[src/rtl/piso_tx.sv]
// Parallel-in serial-out transmitter: accepts a WIDTH-bit word on a load/ready
// handshake and shifts it out one bit per cycle, optionally followed by even parity.
module piso_tx #(
    parameter int WIDTH     = 4,
    parameter bit MSB_FIRST = 1'b1,
    parameter bit PARITY_EN = 1'b0
) (
    input  logic             clk,
    input  logic             rst,
    input  logic [WIDTH-1:0] a,
    input  logic             load,
    output logic             ready,
    output logic             sout,
    output logic             frame,
    output logic             done
);

    localparam int N  = WIDTH + int'(PARITY_EN);
    localparam int CW = $clog2(N);
    localparam logic [CW-1:0] LAST = CW'(N - 1);

    typedef enum logic {
        IDLE,
        SHIFT
    } state_t;

    state_t           state;
    logic [WIDTH-1:0] shreg;
    logic [CW-1:0]    cnt;
    logic             par;
    logic             accept;
    logic             first_bit;
    logic             next_bit;

    // Handshake: a word transfers on a rising edge where load and ready are both 1;
    // load with ready low is dropped, never queued. ready also opens on the last bit
    // so a new word can follow with no gap cycle.
    assign ready     = (state == IDLE) || (cnt == LAST);
    assign accept    = load && ready;
    assign first_bit = MSB_FIRST ? a[WIDTH-1] : a[0];
    assign next_bit  = MSB_FIRST ? shreg[WIDTH-1] : shreg[0];

    // shreg always holds the bits still to be sent, aligned so the next one sits at the output end
    function automatic logic [WIDTH-1:0] shift1(input logic [WIDTH-1:0] v);
        if (MSB_FIRST) shift1 = {v[WIDTH-2:0], 1'b0};
        else           shift1 = {1'b0, v[WIDTH-1:1]};
    endfunction

    always_ff @(posedge clk or negedge rst) begin
        if (!rst) begin
            state <= IDLE;
            shreg <= '0;
            cnt   <= '0;
            par   <= 1'b0;
            sout  <= 1'b0;
            frame <= 1'b0;
            done  <= 1'b0;
        end else if (accept) begin
            state <= SHIFT;
            shreg <= shift1(a);
            par   <= ^a;
            cnt   <= '0;
            sout  <= first_bit;
            frame <= 1'b1;
            done  <= 1'b0;
        end else if (state == SHIFT) begin
            if (cnt == LAST) begin
                state <= IDLE;
                cnt   <= '0;
                sout  <= 1'b0;
                frame <= 1'b0;
                done  <= 1'b0;
            end else begin
                cnt  <= cnt + CW'(1);
                done <= ((cnt + CW'(1)) == LAST);
                if ((int'(cnt) + 1) < WIDTH) begin
                    sout  <= next_bit;
                    shreg <= shift1(shreg);
                end else begin
                    sout <= par;
                end
            end
        end
    end

endmodule

[config.mk]
export PLATFORM = sky130hd
export DESIGN_NAME = piso_tx
export DESIGN_NICKNAME = d
export VERILOG_FILES = /design/src/rtl/piso_tx.sv
export SDC_FILE = /design/constraint.sdc
export NUM_CORES = 1
export LEC_CHECK = 0
export ABC_CLOCK_PERIOD_IN_PS = 1250
export CAP_MARGIN = 40
export CORE_UTILIZATION = 30
export DETAILED_ROUTE_END_ITERATION = 10
export PLACE_DENSITY = 0.54
export SLEW_MARGIN = 5
export SYNTH_ARGS = -nofsm -noshare
export SYNTH_HDL_FRONTEND = slang
export SYNTH_SLANG_ARGS = --single-unit
[constraint.sdc]
create_clock -name clk -period 1.25 [get_ports clk]
set_input_delay 0.125 -clock clk [delete_from_list [all_inputs] [get_ports clk]]
set_output_delay 0.125 -clock clk [all_outputs]
set_load 0.05 [all_outputs]
After elaboration in Yosys (flattened, before gate mapping)
Cells that the tools add are included.
Word-level totals
  register bits: 11
  input bits: 7
  output and inout bits: 4
  word-level logic and storage cells: 42
Operators by class
  add/subtract/negate cells: 2
  $lt $le $gt $ge: 1
  equal/unequal tests: 3
  multiplexer cells: 20
  bitwise logic cells: 1
  reduce and logical (&&, ||, !) cells: 8
Operators with widths (count)
  $mux 4: 4
  $mux 1: 13
  $mux 2: 3
  $reduce_bool 2->1: 3
  $eq 2x2->1 const B: 2
  $reduce_xor 4->1: 1
  $add 2x1->3 const B: 1
  $lt 3x3->1 const B: 1
  $reduce_and 3->1: 1
  $add 2x1->2 const B: 1
  $ne 2x2->1 const B: 1
  $reduce_and 2->1: 1
  $logic_and 1x1->1: 1
  $logic_or 1x1->1: 1
  $not 1->1: 1

Depth between registers and ports, before layout
  depth after elaboration: 6
  gate-level depth with buffers: 6

Least setup slack after synthesis
Ideal clock, no wire load.
  path kind: reg2reg
  start point: register cnt[0]
  end point: register frame
  arrival time: 1098 ps
  data required time: 1131 ps
  setup slack: 33 ps
  cell stages (with the launch flop): 7
  path buffers: 1
  cell sequence: dfrtp_1 ha_1 and2b_1 buf_6 inv_6 nor2_1 nor2_1
Between the ends
  word-level cells in the longest chain between the ends: 5
RTL lines
  start: declaration: line 29  | logic [CW-1:0] cnt;
  start signal: assignment: line 74  | cnt <= cnt + CW'(1);
  $eq 2x2->1 (*): line 38  | assign ready = (state == IDLE) || (cnt == LAST);
  $logic_or 1x1->1 (*): line 38
  via ready: line 12  | output logic ready,
  $logic_and 1x1->1 (*): line 39  | assign accept = load && ready;
  $reduce_bool 2->1 (no source line)
  $reduce_and 2->1 (no source line)
  end signal: assignment: line 56  | frame <= 1'b0;
  end signal: assignment: line 64  | frame <= 1'b1;
  end signal: assignment: line 71  | frame <= 1'b0;
  end: declaration: line 14  | output logic frame,
The timed path passes the listed nets; every way through them passes the cells marked *.
A chain may end at the register's enable or synchronous reset.

Worst setup path after layout
  start point: register cnt[1]
  end point: output ready
Between the ends
  word-level cells in the longest chain between the ends: 2
RTL lines (line)
  $eq 2x2->1: 38
  $logic_or 1x1->1: 38
  end: declaration: 12
No other way between the ends.

==> summary.txt <==
Status -> finished with violations
Violations in the final reports -> setup timing
Total number of placement rows -> 13
CP required -> 1120 ps
Final-stage net count -> 73
Final-report max-slew violation count -> 0
GR Overflow Total -> 0
Total DRC errors in the routed layout -> 0
Clock-pin transition on the worst setup and hold timing paths -> 60 ps
Post-synthesis cell count -> 41
Count of inserted antenna diode cells -> 0
Total number of yosys warnings -> 0
Die H -> 39.77 um
Count of port buffers added during placement -> 10
Die Footprint -> 1581 um2
Hold bufs inserted after CTS -> 0
Crit. path cell count -> 4
Reported leakage power -> 0.0003489 uW
Layout-stage area growth over the synthesis result -> 71.64%
Clock latency at the later pin of the worst-skew pair -> 260 ps
HPWL after DPL -> 699.8 um
Via count of the first global-routing pass -> 389
Net switching power -> 936.2 uW
Global router's overall resource usage -> 17.24%
Switching power share of the total -> 42.02%
Crit path kind -> flip-flop to output pin
H-tree Lvls -> 1
Unrepaired setup endpoints after global routing -> true
Number of design-rule violations left by the first detailed-router iteration -> 3
First-pass iteration count of the detailed router -> 2
Final worst-path cycle share -> 113.5%
Critical-path maximum fanout -> 2
Via density per instance -> 4.872
Total number of vias -> 380
Crit path max-delay cell type -> sky130_fd_sc_hd__dfrtp_1
Register bit count reported by yosys -> 9
Top library cells by usage in the layout, fill and taps aside -> 9 x sky130_fd_sc_hd__dfrtp_1, 7 x sky130_fd_sc_hd__buf_4, 6 x sky130_fd_sc_hd__clkdlybuf4s50_1, 5 x sky130_fd_sc_hd__mux2i_1, 4 x sky130_fd_sc_hd__nand2_1
Slowest stage delay, CP -> 400 ps
Final count of hold timing violations -> 0
Buf/Inv on CP -> 2
CTS root buf -> sky130_fd_sc_hd__clkbuf_4
Chain of cells forming the critical path -> ha_2 -> and2b_2 -> inv_6 -> buf_8
Global-route wire length before repair -> 1.690 mm
Initial Utilization -> 32.48%
Summed instance area of the synthesized netlist -> 427.9 um2
Class of the worst hold path -> primary input to async pin
Layout Skew -> 5.475 ps
Max Clock Freq -> 0.7046 GHz
Clock power frac -> 10.3%
Max-cap check violation count -> 0
Layout fillers -> 110
Io pins -> 11
Non-Filler Cell Area, Final -> 734.5 um2
Cts bufs inserted -> 3
Int Power -> 1292 uW
Worst-case clock buffer depth -> 2
Worst path arrival time -> 1290 ps
Wire length per cell -> 13.47 um
Register area -> 225.2 um2
Placed inst area -> 595.6 um2
Largest net degree at the start of global routing -> 10
VDD IR-drop max -> 0.001556 V
Combinational share of power -> 65.4%
Worst setup SP type -> flip-flop
Final-layout worst hold slack -> 159.0 ps
Worst R2R Path Depth -> 6
Proportion of synthesized chip area in sequential cells -> 52.63%
Final setup margin -> -169.2 ps
Worst Tran Pin Value -> 421.1 ps
Sinks on the clock net -> 9
Largest delay share family, worst path -> flip-flops
Post-Syn Nets -> 50
Number of distinct standard cells referenced by the synthesized netlist -> 16
Min cycle time layout -> 1419 ps
Setup TNS Final -> -356.8 ps
Final wirelength -> 1.051 mm
Largest area contributor in the netlist -> sky130_fd_sc_hd__dfrtp_1
Final setup violating endpoints -> 7
Sequential share of power -> 24.2%
Area taken by multi-input logic gates -> 226.5 um2
Area share of the largest cell type after synthesis -> 52.63%
Syn_area_per_cell -> 10.44 um2
Power Density -> 3034 nW/um2
Initial antenna violation count -> 0
Most common cell after layout, fill and taps aside -> sky130_fd_sc_hd__dfrtp_1
Cells taking the most area after synthesis -> sky130_fd_sc_hd__dfrtp_1 53%, sky130_fd_sc_hd__mux2i_1 12%, sky130_fd_sc_hd__ha_1 5.8%, sky130_fd_sc_hd__nand2_1 5.3%, sky130_fd_sc_hd__o21ai_1 4.7%
X dimension of the die -> 39.77 um
CP endpoint kind -> output pin
Placeable core area -> 1318 um2
Share of final-layout standard cells stronger than drive strength 1 -> 47.62%
Final weighted congestion of routability-driven global placement -> 0.6895
Clock tree from TritonCTS -> done
Number of nets still failing antenna checks after routing -> 0
Relative slew margins -> 71.84%
## per-layer routing
layer  up-vias  wire length [um]  global-route usage [%]
met3         2                39                   3.977
met5         -                 0                       0
li1        183                 -                       -
met1       185               448                   18.60
met4         0                21                   12.93
met2        10               541                   28.69
## timing repair
action,4_1_cts,5_1_grt
endpoints found under the hold margin,0,0
setup buffers,5,2
gates resized for setup,11,8
setup endpoints to repair,6,9
gates cloned,0,0
pin swaps,5,3
## through the flow
stage	worst slack, ps	instances	power, uW	utilization, %
floorplan	32.64	41	1135	-
global placement	-10.35	69	1507	45.20
detailed placement	-82.25	69	1551	45.20
CTS	-178.6	77	2056	52.42
global route	-201.7	78	2365	55.75
finish	-169.2	78	2228	55.75
## registers in the layout, indices dropped and copies added (netlist names)
signal and count:
cnt 2, done 1, frame 1, state 1, sout 1, shreg 3
## cell usage after synthesis
cell type / n
sky130_fd_sc_hd__a21oi_1: 1
sky130_fd_sc_hd__a22oi_1: 1
sky130_fd_sc_hd__and2b_1: 1
sky130_fd_sc_hd__buf_2: 1
sky130_fd_sc_hd__buf_6: 1
sky130_fd_sc_hd__dfrtp_1: 9
sky130_fd_sc_hd__ha_1: 2
sky130_fd_sc_hd__inv_1: 2
sky130_fd_sc_hd__inv_6: 1
sky130_fd_sc_hd__mux2i_1: 5
sky130_fd_sc_hd__nand2_1: 6
sky130_fd_sc_hd__nand2b_1: 1
sky130_fd_sc_hd__nand3_1: 1
sky130_fd_sc_hd__nor2_1: 4
sky130_fd_sc_hd__o21ai_1: 4
sky130_fd_sc_hd__o22ai_1: 1
## worst paths after layout
path,endpoint,from,slack (ps)
setup reg to reg,shreg[3],cnt[1],-50
max in group asynchronous,done,rst,790
setup / recovery,ready,cnt[1],-170
min in group clk,sout,a[3],440
hold reg to reg,shreg[2],shreg[1],520
hold / removal,sout,rst,160
## logic make-up (layout without fill, tap and decap cells)
family	Yosys count	in the layout	synth area share (%)
buffers and inverters	5	27	7.602
DFF	9	9	52.63
AOI/OAI and AO/OA	7	7	9.065
muxes	5	5	11.70
adders and majority gates	2	2	5.847
and+or+nand+nor	13	13	13.16
## final cells by class
| type | instances | area share, % |
|---|---|---|
| Clock buffer | 4 | 3.578 |
| Sequential cell | 9 | 30.66 |
| Inverter | 3 | 2.215 |
| Timing Repair Buffer | 20 | 30.15 |
| Multi-Input combinational cell | 27 | 30.83 |
| Tap cell | 15 | 2.555 |
## power by group through the flow
| stage | clock network, uW | logic, uW | registers, uW |
|---|---|---|---|
| after detailed placement | 0 | 1030 | 523 |
| after global placement | 0 | 989 | 517 |
| after global routing | 250 | 1560 | 551 |
| after CTS | 234 | 1290 | 533 |
| after floorplan | 0 | 483 | 652 |
| final | 230 | 1460 | 540 |
Power figures use the tool's default switching activity.
